### config.mk
export PLATFORM = sky130hd
export DESIGN_NAME = alu_op_sequencer
export DESIGN_NICKNAME = d
export VERILOG_FILES = /design/src/rtl/alu_ctrl_pkg.sv /design/src/rtl/alu_op_sequencer.sv
export SDC_FILE = /design/constraint.sdc
export NUM_CORES = 1
export LEC_CHECK = 0
export CORE_MARGIN = 1
export CORE_UTILIZATION = 46
export DETAILED_ROUTE_END_ITERATION = 6
export GPL_ROUTABILITY_DRIVEN = 0
export HOLD_SLACK_MARGIN = 0.08
export PLACE_DENSITY = 0.86
export SYNTH_ARGS = -nofsm -noshare
export SYNTH_HDL_FRONTEND = slang
export SYNTH_SLANG_ARGS = --single-unit
### constraint.sdc
create_clock -name clk -period 3.7 [get_ports clk]
set_input_delay 0.74 -clock clk [delete_from_list [all_inputs] [get_ports clk]]
set_output_delay 0.74 -clock clk [all_outputs]
set_load 0.05 [all_outputs]
### src/rtl/alu_ctrl_pkg.sv
// rtl/alu_ctrl_pkg.sv - shared types and constants for the ALU operation sequencer
//
// Contents:
//   BYTE_W             width of one TX FIFO byte
//   SHR_A/SHL_A/...    ALU shift function codes
//   state_t            sequencer state encoding (IDLE/ISSUE/SEND)

package alu_ctrl_pkg;

    localparam int BYTE_W = 8;

    localparam logic [3:0] SHR_A = 4'b1100;
    localparam logic [3:0] SHL_A = 4'b1101;
    localparam logic [3:0] SHR_B = 4'b1110;
    localparam logic [3:0] SHL_B = 4'b1111;

    typedef enum logic [1:0] {
        IDLE  = 2'd0,
        ISSUE = 2'd1,
        SEND  = 2'd2
    } state_t;

endpackage

### src/rtl/alu_op_sequencer.sv
// rtl/alu_op_sequencer.sv - issues one ALU command, collects the result, streams it LSB-first to the TX FIFO
//
// Ports:
//   clk, RST                         clock, asynchronous active-low reset
//   cmd_valid/cmd_ready              command handshake (ready only while idle)
//   cmd_fun, cmd_A, cmd_B            command function code and operands
//   ALU_FUN, A, B, alu_enable        registered drive to the ALU unit
//   alu_out, alu_flag                ALU result and done flag
//   wr_data, wr_inc, fifo_full       TX FIFO write port
//   timeout_err                      one-cycle pulse when the done flag never arrives

module alu_op_sequencer
    import alu_ctrl_pkg::*;
#(
    parameter int OPERAND_LEN = 16,
    parameter int RESULT_LEN  = 16,
    parameter int WAIT_MAX    = 15
) (
    input  logic                   clk,
    input  logic                   RST,
    input  logic                   cmd_valid,
    output logic                   cmd_ready,
    input  logic [3:0]             cmd_fun,
    input  logic [OPERAND_LEN-1:0] cmd_A,
    input  logic [OPERAND_LEN-1:0] cmd_B,
    output logic [3:0]             ALU_FUN,
    output logic [OPERAND_LEN-1:0] A,
    output logic [OPERAND_LEN-1:0] B,
    output logic                   alu_enable,
    input  logic [RESULT_LEN-1:0]  alu_out,
    input  logic                   alu_flag,
    output logic [BYTE_W-1:0]      wr_data,
    output logic                   wr_inc,
    input  logic                   fifo_full,
    output logic                   timeout_err
);

    localparam int NUM_BYTES = RESULT_LEN / BYTE_W;
    localparam int IDX_W     = (NUM_BYTES > 1) ? $clog2(NUM_BYTES) : 1;
    localparam int CNT_W     = $clog2(WAIT_MAX + 1);

    localparam logic [IDX_W-1:0] LAST_IDX   = IDX_W'(NUM_BYTES - 1);
    localparam logic [CNT_W-1:0] WAIT_LIMIT = CNT_W'(WAIT_MAX);

    state_t                   state_q,       state_d;
    logic                     cmd_ready_q,   cmd_ready_d;
    logic [3:0]               alu_fun_q,     alu_fun_d;
    logic [OPERAND_LEN-1:0]   a_q,           a_d;
    logic [OPERAND_LEN-1:0]   b_q,           b_d;
    logic                     alu_enable_q,  alu_enable_d;
    logic [RESULT_LEN-1:0]    result_q,      result_d;
    logic [IDX_W-1:0]         idx_q,         idx_d;
    logic [CNT_W-1:0]         cnt_q,         cnt_d;
    logic                     timeout_err_q, timeout_err_d;

    logic                     accept;
    logic                     write;
    logic [CNT_W-1:0]         cnt_inc;
    logic [BYTE_W-1:0]        byte_sel;

    // cmd_ready_q is a registered copy of "next state is IDLE", so it is
    // low throughout reset and rises at the first edge after release.
    assign accept  = (state_q == IDLE) && cmd_ready_q && cmd_valid;
    assign write   = (state_q == SEND) && !fifo_full;
    assign cnt_inc = cnt_q + CNT_W'(1);

    // Byte select: plain index mux over the captured result.
    always_comb begin
        byte_sel = '0;
        for (int i = 0; i < NUM_BYTES; i++) begin
            if (idx_q == IDX_W'(i)) begin
                byte_sel = result_q[i*BYTE_W +: BYTE_W];
            end
        end
    end

    always_comb begin
        state_d       = state_q;
        alu_fun_d     = alu_fun_q;
        a_d           = a_q;
        b_d           = b_q;
        alu_enable_d  = alu_enable_q;
        result_d      = result_q;
        idx_d         = idx_q;
        cnt_d         = cnt_q;
        timeout_err_d = 1'b0;

        unique case (state_q)
            IDLE: begin
                if (accept) begin
                    alu_fun_d    = cmd_fun;
                    a_d          = cmd_A;
                    b_d          = cmd_B;
                    alu_enable_d = 1'b1;
                    cnt_d        = '0;
                    state_d      = ISSUE;
                end
            end

            ISSUE: begin
                cnt_d = cnt_inc;
                // A done flag on the same edge the limit is reached still wins.
                if (alu_flag) begin
                    result_d     = alu_out;
                    alu_enable_d = 1'b0;
                    idx_d        = '0;
                    state_d      = SEND;
                end else if (cnt_inc == WAIT_LIMIT) begin
                    result_d      = '0;
                    timeout_err_d = 1'b1;
                    alu_enable_d  = 1'b0;
                    idx_d         = '0;
                    state_d       = SEND;
                end
            end

            SEND: begin
                if (write) begin
                    idx_d = idx_q + IDX_W'(1);
                    if (idx_q == LAST_IDX) begin
                        state_d = IDLE;
                    end
                end
            end

            default: begin
                state_d = IDLE;
            end
        endcase

        cmd_ready_d = (state_d == IDLE);
    end

    always_ff @(posedge clk or negedge RST) begin
        if (!RST) begin
            state_q       <= IDLE;
            cmd_ready_q   <= 1'b0;
            alu_fun_q     <= '0;
            a_q           <= '0;
            b_q           <= '0;
            alu_enable_q  <= 1'b0;
            result_q      <= '0;
            idx_q         <= '0;
            cnt_q         <= '0;
            timeout_err_q <= 1'b0;
        end else begin
            state_q       <= state_d;
            cmd_ready_q   <= cmd_ready_d;
            alu_fun_q     <= alu_fun_d;
            a_q           <= a_d;
            b_q           <= b_d;
            alu_enable_q  <= alu_enable_d;
            result_q      <= result_d;
            idx_q         <= idx_d;
            cnt_q         <= cnt_d;
            timeout_err_q <= timeout_err_d;
        end
    end

    assign cmd_ready   = cmd_ready_q;
    assign ALU_FUN     = alu_fun_q;
    assign A           = a_q;
    assign B           = b_q;
    assign alu_enable  = alu_enable_q;
    assign timeout_err = timeout_err_q;
    assign wr_inc      = write;
    assign wr_data     = (state_q == SEND) ? byte_sel : '0;

endmodule

Word-level counts from Yosys, hierarchy flattened
Index checks and enable logic that the tools add are counted.
{"block": "word_totals", "reg_bits": 62, "elab_cells": 53}
{"block": "op_classes", "mux": 21, "reduce_logical": 14, "eq_ne": 6, "n_addsub": 2}
{"operator": "16-bit two-way mux", "count": 2}
{"operator": "8-bit two-way mux", "count": 2}
{"operator": "2-bit two-way mux", "count": 5}
{"operator": "4-bit case mux with 2 select lines", "count": 1}
{"operator": "1-bit two-way mux", "count": 7}
{"operator": "2-bit case mux with 3 select lines", "count": 1}
{"operator": "2-bit AND reduction", "count": 3}
{"operator": "3-bit AND reduction", "count": 2}
{"operator": "2-bit nonzero test", "count": 3}
{"operator": "4-bit by 1-bit adder with 4-bit output, second input constant", "count": 1}
{"operator": "4-bit == test, second input constant", "count": 1}
{"operator": "2-bit zero test", "count": 2}
{"operator": "4-bit two-way mux", "count": 1}
{"operator": "2-bit inequality test, second input constant", "count": 2}
{"operator": "1-bit case mux with 2 select lines", "count": 2}
{"operator": "1-bit logical AND", "count": 3}
{"operator": "3-bit inequality test, second input constant", "count": 1}
{"operator": "2-bit by 1-bit == test with 1-bit output, second input constant", "count": 1}
{"operator": "2-bit == test, second input constant", "count": 1}
{"operator": "1-bit adder, second input constant", "count": 1}
{"operator": "1-bit zero test", "count": 1}

Longest topological paths before layout
Gate-level depths: netlist (run 1).
{"block": "depth", "word_depth": 6, "ltp_mapped": 6, "ltp_nobuf": 5}

Worst setup path after synthesis (run 1)
OpenSTA, ideal clock, no wires.
{"block": "synth_path", "kind": "reg-to-output", "startpoint": "register idx_q", "endpoint": "output port wr_data[0]", "path_stages_with_launch": 4, "path_buffers": 1, "slack_ps": 1450, "t_arrival_ps": 1510, "path_cell_list": "dfrtp_1 -> clkbuf_1 -> mux2i_1 -> nor2_1"}
{"block": "synth_between", "elab_chain_len": 2}
{"element": "from (decl)", "line_no": "alu_op_sequencer.sv:52", "rtl": "logic [IDX_W-1:0] idx_q, idx_d;"}
{"element": "from (signal assigned)", "line_no": "alu_op_sequencer.sv:154", "rtl": "idx_q <= idx_d;"}
{"element": "8-bit two-way mux", "line_no": "alu_op_sequencer.sv:71", "rtl": "if (idx_q == IDX_W'(i)) begin"}
{"element": "8-bit two-way mux", "line_no": "alu_op_sequencer.sv:167", "rtl": "assign wr_data = (state_q == SEND) ? byte_sel : '0;"}
{"element": "to (decl)", "line_no": "alu_op_sequencer.sv:32", "rtl": "output logic [BYTE_W-1:0] wr_data,"}
Every way passes these cells.

Worst setup path in the final report (run 1)
{"block": "layout_path", "startpoint": "register state_q[0]", "endpoint": "output port wr_data[0]"}
{"block": "layout_between", "elab_chain_len": 2}
{"element": "from (decl)", "line_no": "alu_op_sequencer.sv:45", "rtl": "state_t state_q, state_d;"}
{"element": "from (signal assigned)", "line_no": "alu_op_sequencer.sv:147", "rtl": "state_q <= state_d;"}
{"element": "2-bit == test", "line_no": "alu_op_sequencer.sv:167"}
{"element": "8-bit two-way mux", "line_no": "alu_op_sequencer.sv:167"}
Every way passes these cells.

==> results of run 1 <==
==> cell type report <==
| class | count | share of cell area [%] |
|---|---|---|
| inverter | 2 | 0.196 |
| clock buffer | 13 | 3.63 |
| tap | 70 | 2.29 |
| clock inverter | 2 | 0.262 |
| timing repair buffer | 106 | 27.8 |
| multi-input combinational | 110 | 25.3 |
| sequential | 62 | 40.5 |
==> cell usage after synthesis (all sizes together), types with 2 or more instances <==
| library cell | n | area (sq um) |
|---|---|---|
| a22o | 16 | 160 |
| buf | 6 | 36.3 |
| clkbuf | 5 | 18.8 |
| dfrtp | 62 | 1550 |
| ha | 2 | 25.0 |
| inv | 2 | 7.51 |
| mux2 | 36 | 405 |
| mux2i | 8 | 80.1 |
| nand2 | 6 | 22.5 |
| nand2b | 2 | 12.5 |
| nor2 | 11 | 41.3 |
| nor2b | 3 | 18.8 |
| o21a | 2 | 15.0 |
| o21ai | 6 | 41.3 |
| o22ai | 2 | 12.5 |
==> metrics by stage <==
stage | hold slack (ns) | instances | setup WS [ns]
2_1_floorplan | 0.444 | 185 | 1.45
3_3_place_gp | 0.467 | 350 | 0.857
3_5_place_dp | 0.474 | 350 | 0.840
4_1_cts | 0.497 | 365 | 0.758
5_1_grt | 0.511 | 365 | 0.668
6_report | 0.490 | 365 | 0.772
==> per-layer routing <==
layer / share of wire (%) / routed length, um / track usage, %
met1: 44 / 2340 / 25.3
met3: 7.3 / 385 / 5.48
met4: 1.8 / 93 / 9.23
met2: 47 / 2460 / 32.2
met5: 0 / 0 / 0
==> sequential cells by signal (all words and copies together), names as in the netlist <==
register,cells
A,16
ALU_FUN,4
B,16
alu_enable,1
cmd_ready,1
cnt_q,4
idx_q,1
result_q,16
state_q,2
timeout_err,1
==> worst register-to-register path: cells and delay by family (launching register included) <==
| kind | cells | cell delay, ns |
|---|---|---|
| compound gates | 3 | 0.82 |
| fa+ha+maj | 1 | 0.26 |
| flops | 1 | 0.45 |
| simple gates | 1 | 0.17 |
==> where the power goes <==
part | leakage [uW] | internal (uW) | switching, uW
Clock | 0.0000773 | 238 | 230
Combinational | 0.000787 | 858 | 1240
Sequential | 0.000754 | 1010 | 217
==> final timing paths <==
kind / from / end / slack (ns) / cells past startpoint
setup / recovery: state_q[0]$_DFF_PN0_ / wr_data[0] / 0.77 / 4
hold / removal: A[5]$_DFFE_PN0P_ / A[5]$_DFFE_PN0P_ / 0.49 / 1
setup reg to reg: cnt_q[0]$_DFFE_PN0P_ / state_q[1]$_DFF_PN0_ / 1.85 / 5
hold reg to reg: A[5]$_DFFE_PN0P_ / A[5]$_DFFE_PN0P_ / 0.49 / 1
max in group asynchronous: RST / ALU_FUN[3]$_DFFE_PN0P_ / 2.30 / 2
min in group asynchronous: RST / A[6]$_DFFE_PN0P_ / 0.60 / 1
==> cells by family after synthesis <==
family                   Yosys count  synth area share (%)
flip-flops                        62                  60.5
multiplexers                      44                  18.9
AO/OA/AOI/OAI                     33                  11.0
AND/OR/NAND/NOR                   30                  5.85
buffers and inverters             13                  2.44
adder cells (fa/ha/maj)            2                 0.975
XOR/XNOR                           1                 0.341
==> metrics.md, run 1 <==
| Metric | Value |
|---|---|
| Status | `complete, no violations` |
| Worst path arrival time | `2.19 ns` |
| Most used DFF post-synth | `dfrtp_1` |
| H-tree levels | `3` |
| Die height | `76.7 um` |
| ANT nets after route | `0` |
| Fin area | `between 3000 and 4000 sq um` |
| Max Fclk | `342 MHz` |
| Crit. End Element | `output port` |
| Via count | `1830` |
| Number of flops mapped to enable cells by yosys | `0` |
| Final period util | `79.1%` |
| Crit Path Max Fanout | `11` |
| Initial antenna violation count | `0` |
| Placed standard-cell area | `3680 sq um` |
| Drt pass-1 iters | `4` |
| Die ar. | `5880 sq um` |
| Port Buf Inserts | `between 100 and 150` |
| Post-layout util | `73.1%` |
| Syn Std Cell Area | `~2600 sq um` |
| Area grow syn2layout | `49.1%` |
| # fillers | `~370` |
| Setup_tns | `0 ns` |
| Post-DP HPWL | `3.81 mm` |
| Yosys cell types | `34` |
| Mean Syn Cell Area | `around 14 sq um` |
| N_diodes | `0` |
| CP max-delay cell | `clkdlybuf4s50_1` |
| Worst path buffer plus inverter count | `2` |
| Final Hold Viols | `0` |
| Multi-input gate area | `967 sq um` |
| Via density | `approximately 5.0` |
| Resize count post-CTS | `0` |
| Yosys warns | `0` |
| Area occupied by registers | `1550 sq um` |
| Final routed DRC violation total | `0` |
| TritonCTS Buffers | `9` |
| Max incr delay on CP | `around 0.84 ns` |
| CP top delay family | `buffers and inverters` |
| Total I/O pin count | `105` |
| Startpoint types | `flip-flop` |
| Global Route Usage Sum | `20.1%` |
| Max_cap viols | `0` |
| Slew HR | `roughly 29%` |
| Vias in the first global route | `1899` |
| Hold-fix buffers at CTS | `0` |
| Cell count after synthesis | `approximately 190` |
| Post-route minimum period | `2.93 ns` |
| Initial Util | `49.0%` |
| Die Wd | `76.7 um` |
| Unrepaired setup endpoints after global routing | `false` |
| Critical-path cell list | `inv_1 -> nand2_1 -> nor2_1 -> clkdlybuf4s50_1` |
| Largest net degree at the start of global routing | `50` |
| Slew Limit Fails | `0` |
| Clk slew on worst S/H paths | `0.06 ns` |
| Nets | `350` |
| First-pass GRT wire length | `9.05 mm` |
| Post-synthesis sequential area ratio | `60.5%` |
| FF+latch count, synth | `62` |
| Starting DRT DRC Count | `45` |
| Clock Latency Late Sink | `0.32 ns` |
| Maximum vdd drop | `0.639 mV` |
| CTS tree | `yes` |
| Hold Crit Class | `flip-flop to flip-flop` |
| Clock Sinks | `62` |
| Row count | `26` |
| Pwr Density | `990 nW/um^2` |
| Ys async rst share | `100%` |
| Worst Tran Pin Value | `1.06 ns` |
| Total Power | `3790 uW` |
| Required time of the worst setup path | `2.96 ns` |
| CORE AREA | `around 5200 sq um` |
| # setup viols final | `0` |
| Aggregate routed wire length | `5.27 mm` |
| Critical path class | `flip-flop to output port` |
| Syn nets | `between 200 and 250` |
| Postcts setup bufs | `0` |
| Layout cells sized above 1 | `roughly 22%` |
| Routed WL per cell | `14.4 um` |
| Commonest cells after routing, fill and taps aside | `103 x clkdlybuf4s50_1, 62 x dfrtp_1, 33 x mux2_2` |
| CTS root buf | `clkbuf_8` |
| Setup Skew | `about 0.007 ns` |
| GRT overflow | `0` |
| LEAKAGE | `0.00162 uW` |
| Clock Path Buffers | `2` |
| Most common cell after layout, fill and taps aside | `clkdlybuf4s50_1` |
No activity file was read; power rests on OpenSTA's default activity.
==> run 2, diff against run 1 <==
- CORE_UTILIZATION: 46 -> 39
- PLACE_DENSITY: 0.86 -> 0.78
- clock period: 3.7 -> 2.6 ns (I/O delays scaled with it)
==> metrics.md, run 2 (synthesis gave the netlist of run 1 again) <==
| Metric | Value |
|---|---|
| Status | `complete, no violations` |
| Drt pass-1 iters | `4` |
| Port Buf Inserts | `~100` |
| Crit. End Element | `output port` |
| N_diodes | `0` |
| Area grow syn2layout | `53.0%` |
| Crit Path Max Fanout | `6` |
| Slew HR | `between 50% and 60%` |
| Max_cap viols | `0` |
| Post-route minimum period | `about 2.5 ns` |
| TritonCTS Buffers | `9` |
| Worst R2R Setup Slack | `0.76 ns` |
| Max Fclk | `398 MHz` |
| Clock Latency Late Sink | `0.33 ns` |
| Final routed DRC violation total | `0` |
| Via count | `about 1900` |
| Setup Skew | `0.00558 ns` |
| LEAKAGE | `0.00171 uW` |
| Row count | `29` |
| Slew Limit Fails | `0` |
| Die ar. | `between 6000 and 7000 sq um` |
| Commonest cells after routing, fill and taps aside | `95 x clkdlybuf4s50_1, 62 x dfrtp_1, 33 x mux2_2` |
| Clock Sinks | `62` |
| Startpoint types | `flip-flop` |
| Initial Util | `40.4%` |
| Global Route Usage Sum | `17.1%` |
| Final period util | `96.5%` |
| Layout cells sized above 1 | `26.8%` |
| Die Wd | `roughly 83 um` |
| Routed WL per cell | `14.3 um` |
| Starting DRT DRC Count | `40` |
| Worst path arrival time | `1.99 ns` |
| Hold Crit Class | `primary input to asynchronous set/reset pin` |
| GRT overflow | `0` |
| Maximum vdd drop | `between 0.8 and 0.9 mV` |
| Pwr Density | `1450 nW/um^2` |
| Unrepaired setup endpoints after global routing | `false` |
| Nets | `353` |
| Post-layout util | `between 60% and 70%` |
| Clk slew on worst S/H paths | `0.07 ns` |
| Required time of the worst setup path | `2.08 ns` |
| CORE AREA | `6350 sq um` |
| Critical-path cell list | `inv_1 -> nand2_1 -> nor2_1 -> clkdlybuf4s50_1` |
| Max incr delay on CP | `0.81 ns` |
| Power Internal | `around 3300 uW` |
| H-tree levels | `3` |
| Comb power frac | `52.7%` |
| Final Hold Viols | `0` |
| Worst Tran Pin Value | `roughly 0.66 ns` |
| Die height | `83.1 um` |
| Initial antenna violation count | `0` |
| CP max-delay cell | `clkdlybuf4s50_1` |
| Setup_tns | `0 ns` |
| First-pass GRT wire length | `9.34 mm` |
| CTS root buf | `clkbuf_8` |
| Clock share of power | `17.1%` |
| Most common cell after layout, fill and taps aside | `clkdlybuf4s50_1` |
| Aggregate routed wire length | `5.36 mm` |
| Part of the power in registers | `between 30 and 40%` |
| Largest net degree at the start of global routing | `36` |
| Vias in the first global route | `~1900` |
| ANT nets after route | `0` |
| # setup viols final | `0` |
| Critical path class | `flip-flop to output port` |
| Post-DP HPWL | `3.75 mm` |
| Sw frac | `42.5%` |
| Clock Path Buffers | `2` |
| CTS tree | `yes` |
| Net switching power | `2420 uW` |
| Via density | `4.92` |
| Total I/O pin count | `105` |
==> run 2: through the flow <==
step           cells  setup WS (ns)  hold slack [ns]  total power [uW]  cell area, sq um
3_5_place_dp     360          0.437            0.479              4760              3690
2_1_floorplan    185          0.570            0.224              3770              2570
6_report         376         0.0902            0.211              5700              3930
4_1_cts          376         0.0660            0.227              5750              3930
5_1_grt          376        0.00548            0.248              6000              3930
3_3_place_gp     360          0.472            0.468              4700              3690
==> run 2: worst max-delay path: cells and delay by family (launching register included) <==
family,cells,cell delay [ns]
flops,1,0.43
buf+inv,2,0.93
simple gates,2,0.30
==> run 2: what timing repair did <==
| action | in CTS | in global routing |
|---|---|---|
| resized for setup | 0 | 1 |
| hold buffers | 0 | 0 |
| endpoints found under the setup margin | 0 | 1 |
| hold endpoints to repair | 0 | 0 |
| buffers inserted | 0 | 0 |
==> run 2: metal layers <==
layer | up-vias | share of wire [%] | global-route usage, %
li1 | 879 | - | -
met1 | 885 | 46 | 22.6
met2 | 82 | 46 | 26.2
met3 | 5 | 7.0 | 5.86
met4 | 0 | 0.80 | 6.11
met5 | - | 0 | 0
==> run 2: power groups by stage <==
stage,clock [uW],sequential [uW],combinational (uW)
floorplan,0,2750,1020
global placement,0,1710,2990
global route,1050,1790,3160
CTS,1000,1720,3030
finish,977,1720,3010
detailed placement,0,1730,3030
==> run 2: path summary, 6_finish.rpt <==
kind	from	to	cells past startpoint
setup / recovery	state_q[0]$_DFF_PN0_	wr_data[1]	4
hold / removal	RST	B[8]$_DFFE_PN0P_	1
setup reg to reg	cnt_q[0]$_DFFE_PN0P_	state_q[1]$_DFF_PN0_	5
hold reg to reg	A[4]$_DFFE_PN0P_	A[4]$_DFFE_PN0P_	1
max in group asynchronous	RST	timeout_err$_DFF_PN0_	2
min in group clk	A[4]$_DFFE_PN0P_	A[4]$_DFFE_PN0P_	1
==> run 2: area by class of cell <==
type | count | area [sq um]
fillers | 519 | 2420
flip-flops and latches | 62 | 1550
repair buffers | 109 | 1070
multi-input cells | 110 | 967
clock buffers | 13 | 169
well taps | 77 | 96.3
clock inverters | 3 | 65.1
inverters | 2 | 7.51
==> run 3, diff against run 2 <==
- CORE_UTILIZATION: 39 -> 48
- CTS_BUF_LIST: not set -> sky130_fd_sc_hd__clkbuf_2
- PLACE_DENSITY: 0.78 -> 0.89
- clock period: 2.6 -> 3.1 ns (I/O delays scaled with it)
==> metrics.md, run 3 (synthesis gave the netlist of run 1 again) <==
| Metric | Value |
|---|---|
| Critical path class | `flip-flop to output port` |
| ANT nets after route | `0` |
| Drt pass-1 iters | `4` |
| Die ar. | `5640 sq um` |
| Worst Tran Pin Value | `approximately 0.70 ns` |
| Max Fclk | `roughly 340 MHz` |
| # setup viols final | `0` |
| Clock Latency Late Sink | `0.45 ns` |
| First-pass GRT wire length | `8.62 mm` |
| Post-DP HPWL | `4.13 mm` |
| CTS root buf | `clkbuf_2` |
| Die height | `75.1 um` |
| Slew HR | `a little over half` |
| CORE AREA | `5140 sq um` |
| Postcts setup bufs | `0` |
| H-tree levels | `3` |
| Comb power frac | `57.8%` |
| Status | `complete, no violations` |
| Initial Util | `49.9%` |
| Hold Crit Class | `primary input to asynchronous set/reset pin` |
| Final routed DRC violation total | `0` |
| Global Route Usage Sum | `20.8%` |
| Routed WL per cell | `15.5 um` |
| TritonCTS Buffers | `9` |
| Vias in the first global route | `1889` |
| Worst path arrival time | `2.34 ns` |
| Row count | `26` |
| Most common cell after layout, fill and taps aside | `clkdlybuf4s50_1` |
| Final Hold Viols | `0` |
| Crit. End Element | `output port` |
| Area occupied by registers | `1550 sq um` |
| Initial antenna violation count | `0` |
| Max incr delay on CP | `0.83 ns` |
| LEAKAGE | `0.00162 uW` |
| Crit Path Max Fanout | `11` |
| # fillers | `378` |
| Largest net degree at the start of global routing | `58` |
| Slew Limit Fails | `0` |
| Setup_tns | `0 ns` |
| Clock Path Buffers | `2` |
| Clk slew on worst S/H paths | `about 0.16 ns` |
| Power Internal | `about 2300 uW` |
| Nets | `around 350` |
| CP max-delay cell | `clkdlybuf4s50_1` |
| Via count | `1874` |
| Setup Skew | `around 0.017 ns` |
| Starting DRT DRC Count | `71` |
| Startpoint types | `flip-flop` |
| Fin area | `3750 sq um` |
| Multi-input gate area | `967 sq um` |
| Part of the power in registers | `33.8%` |
| Net switching power | `between 2000 and 2500 uW` |
| Required time of the worst setup path | `2.48 ns` |
| Aggregate routed wire length | `approximately 5.7 mm` |
| GRT overflow | `0` |
| Final period util | `95.4%` |
| Clock share of power | `~8.4%` |
| Port Buf Inserts | `104` |
| Clock Sinks | `62` |
| Layout cells sized above 1 | `between 20% and 30%` |
| Maximum vdd drop | `0.611 mV` |
| CTS tree | `yes` |
| Die Wd | `75.1 um` |
| Sw frac | `46.6%` |
| Unrepaired setup endpoints after global routing | `false` |
| Pwr Density | `1160 nW/um^2` |
| Commonest cells after routing, fill and taps aside | `102 x clkdlybuf4s50_1, 62 x dfrtp_1, 33 x mux2_2` |
| Area grow syn2layout | `46.3%` |
| Total I/O pin count | `105` |
| Via density | `between 5 and 6` |
| N_diodes | `0` |
| Post-route minimum period | `2.96 ns` |
| Placed standard-cell area | `3670 sq um` |
| Critical-path cell list | `inv_1 -> nand2_1 -> nor2_1 -> clkdlybuf4s50_1` |
| Max_cap viols | `0` |
## run 3: cell types whose count changed in the layout (fill, tap and decap cells not counted), moves of 2 or more
cell,change
buf_4,-8
clkbuf_8,-12
bufinv_16,-2
clkbuf_2,+11
clkdlybuf4s50_1,+7
## run 3: what timing repair did
item,in CTS,in global routing
gates resized for setup,0,1
endpoints found under the hold margin,5,0
hold buffers,1,0
endpoints found under the setup margin,0,1
## run 3: critical path, delay by kind of cell (launching register included)
kind	cells	cell delay, ns
flops	1	0.47
simple gates	2	0.46
buf+inv	2	0.96
## run 3: power by group through the flow
stage	clock, uW	combinational [uW]	sequential (uW)
after floorplan	0	857	2310
after detailed placement	0	2530	1480
final	364	2510	1470
after CTS	378	2530	1470
after global placement	0	2480	1450
after global routing	416	2640	1510
## run 3: final timing paths
check	cells after the start	startpoint	slack, ns	end
worst max-delay path	4	state_q[0]$_DFF_PN0_	0.14	wr_data[7]
worst min-delay path	2	RST	0.49	A[10]$_DFFE_PN0P_
worst max register to register	5	cnt_q[0]$_DFFE_PN0P_	1.19	state_q[1]$_DFF_PN0_
worst min register to register	1	A[4]$_DFFE_PN0P_	0.50	A[4]$_DFFE_PN0P_
max in group asynchronous	3	RST	1.69	A[4]$_DFFE_PN0P_
min in group clk	1	A[4]$_DFFE_PN0P_	0.50	A[4]$_DFFE_PN0P_
## run 3: per-layer routing
layer	vias up	track usage [%]	wire length (um)
li1	876	-	-
met1	909	26.2	2380
met2	81	33.7	2700
met3	8	5.62	512
met4	0	9.43	85
met5	-	0	0
## run 3: stage by stage
step	worst slack (ns)	power [uW]	utilization [%]	hold slack, ns	cells
5_1_grt	0.00542	4570	73.0	0.484	366
3_5_place_dp	0.460	4010	71.4	0.447	351
6_report	0.141	4340	73.0	0.487	366
3_3_place_gp	0.493	3930	71.4	0.441	351
2_1_floorplan	0.970	3160	-	0.324	185
4_1_cts	0.113	4380	73.0	0.453	366
## run 3: layout make-up
class                   count  share of cell area, %
well taps                  70                   2.33
clock inverters             3                  0.367
inverters                   2                  0.200
repair buffers            108                   28.5
flip-flops and latches     62                   41.3
multi-input cells         110                   25.8
clock buffers              11                   1.47
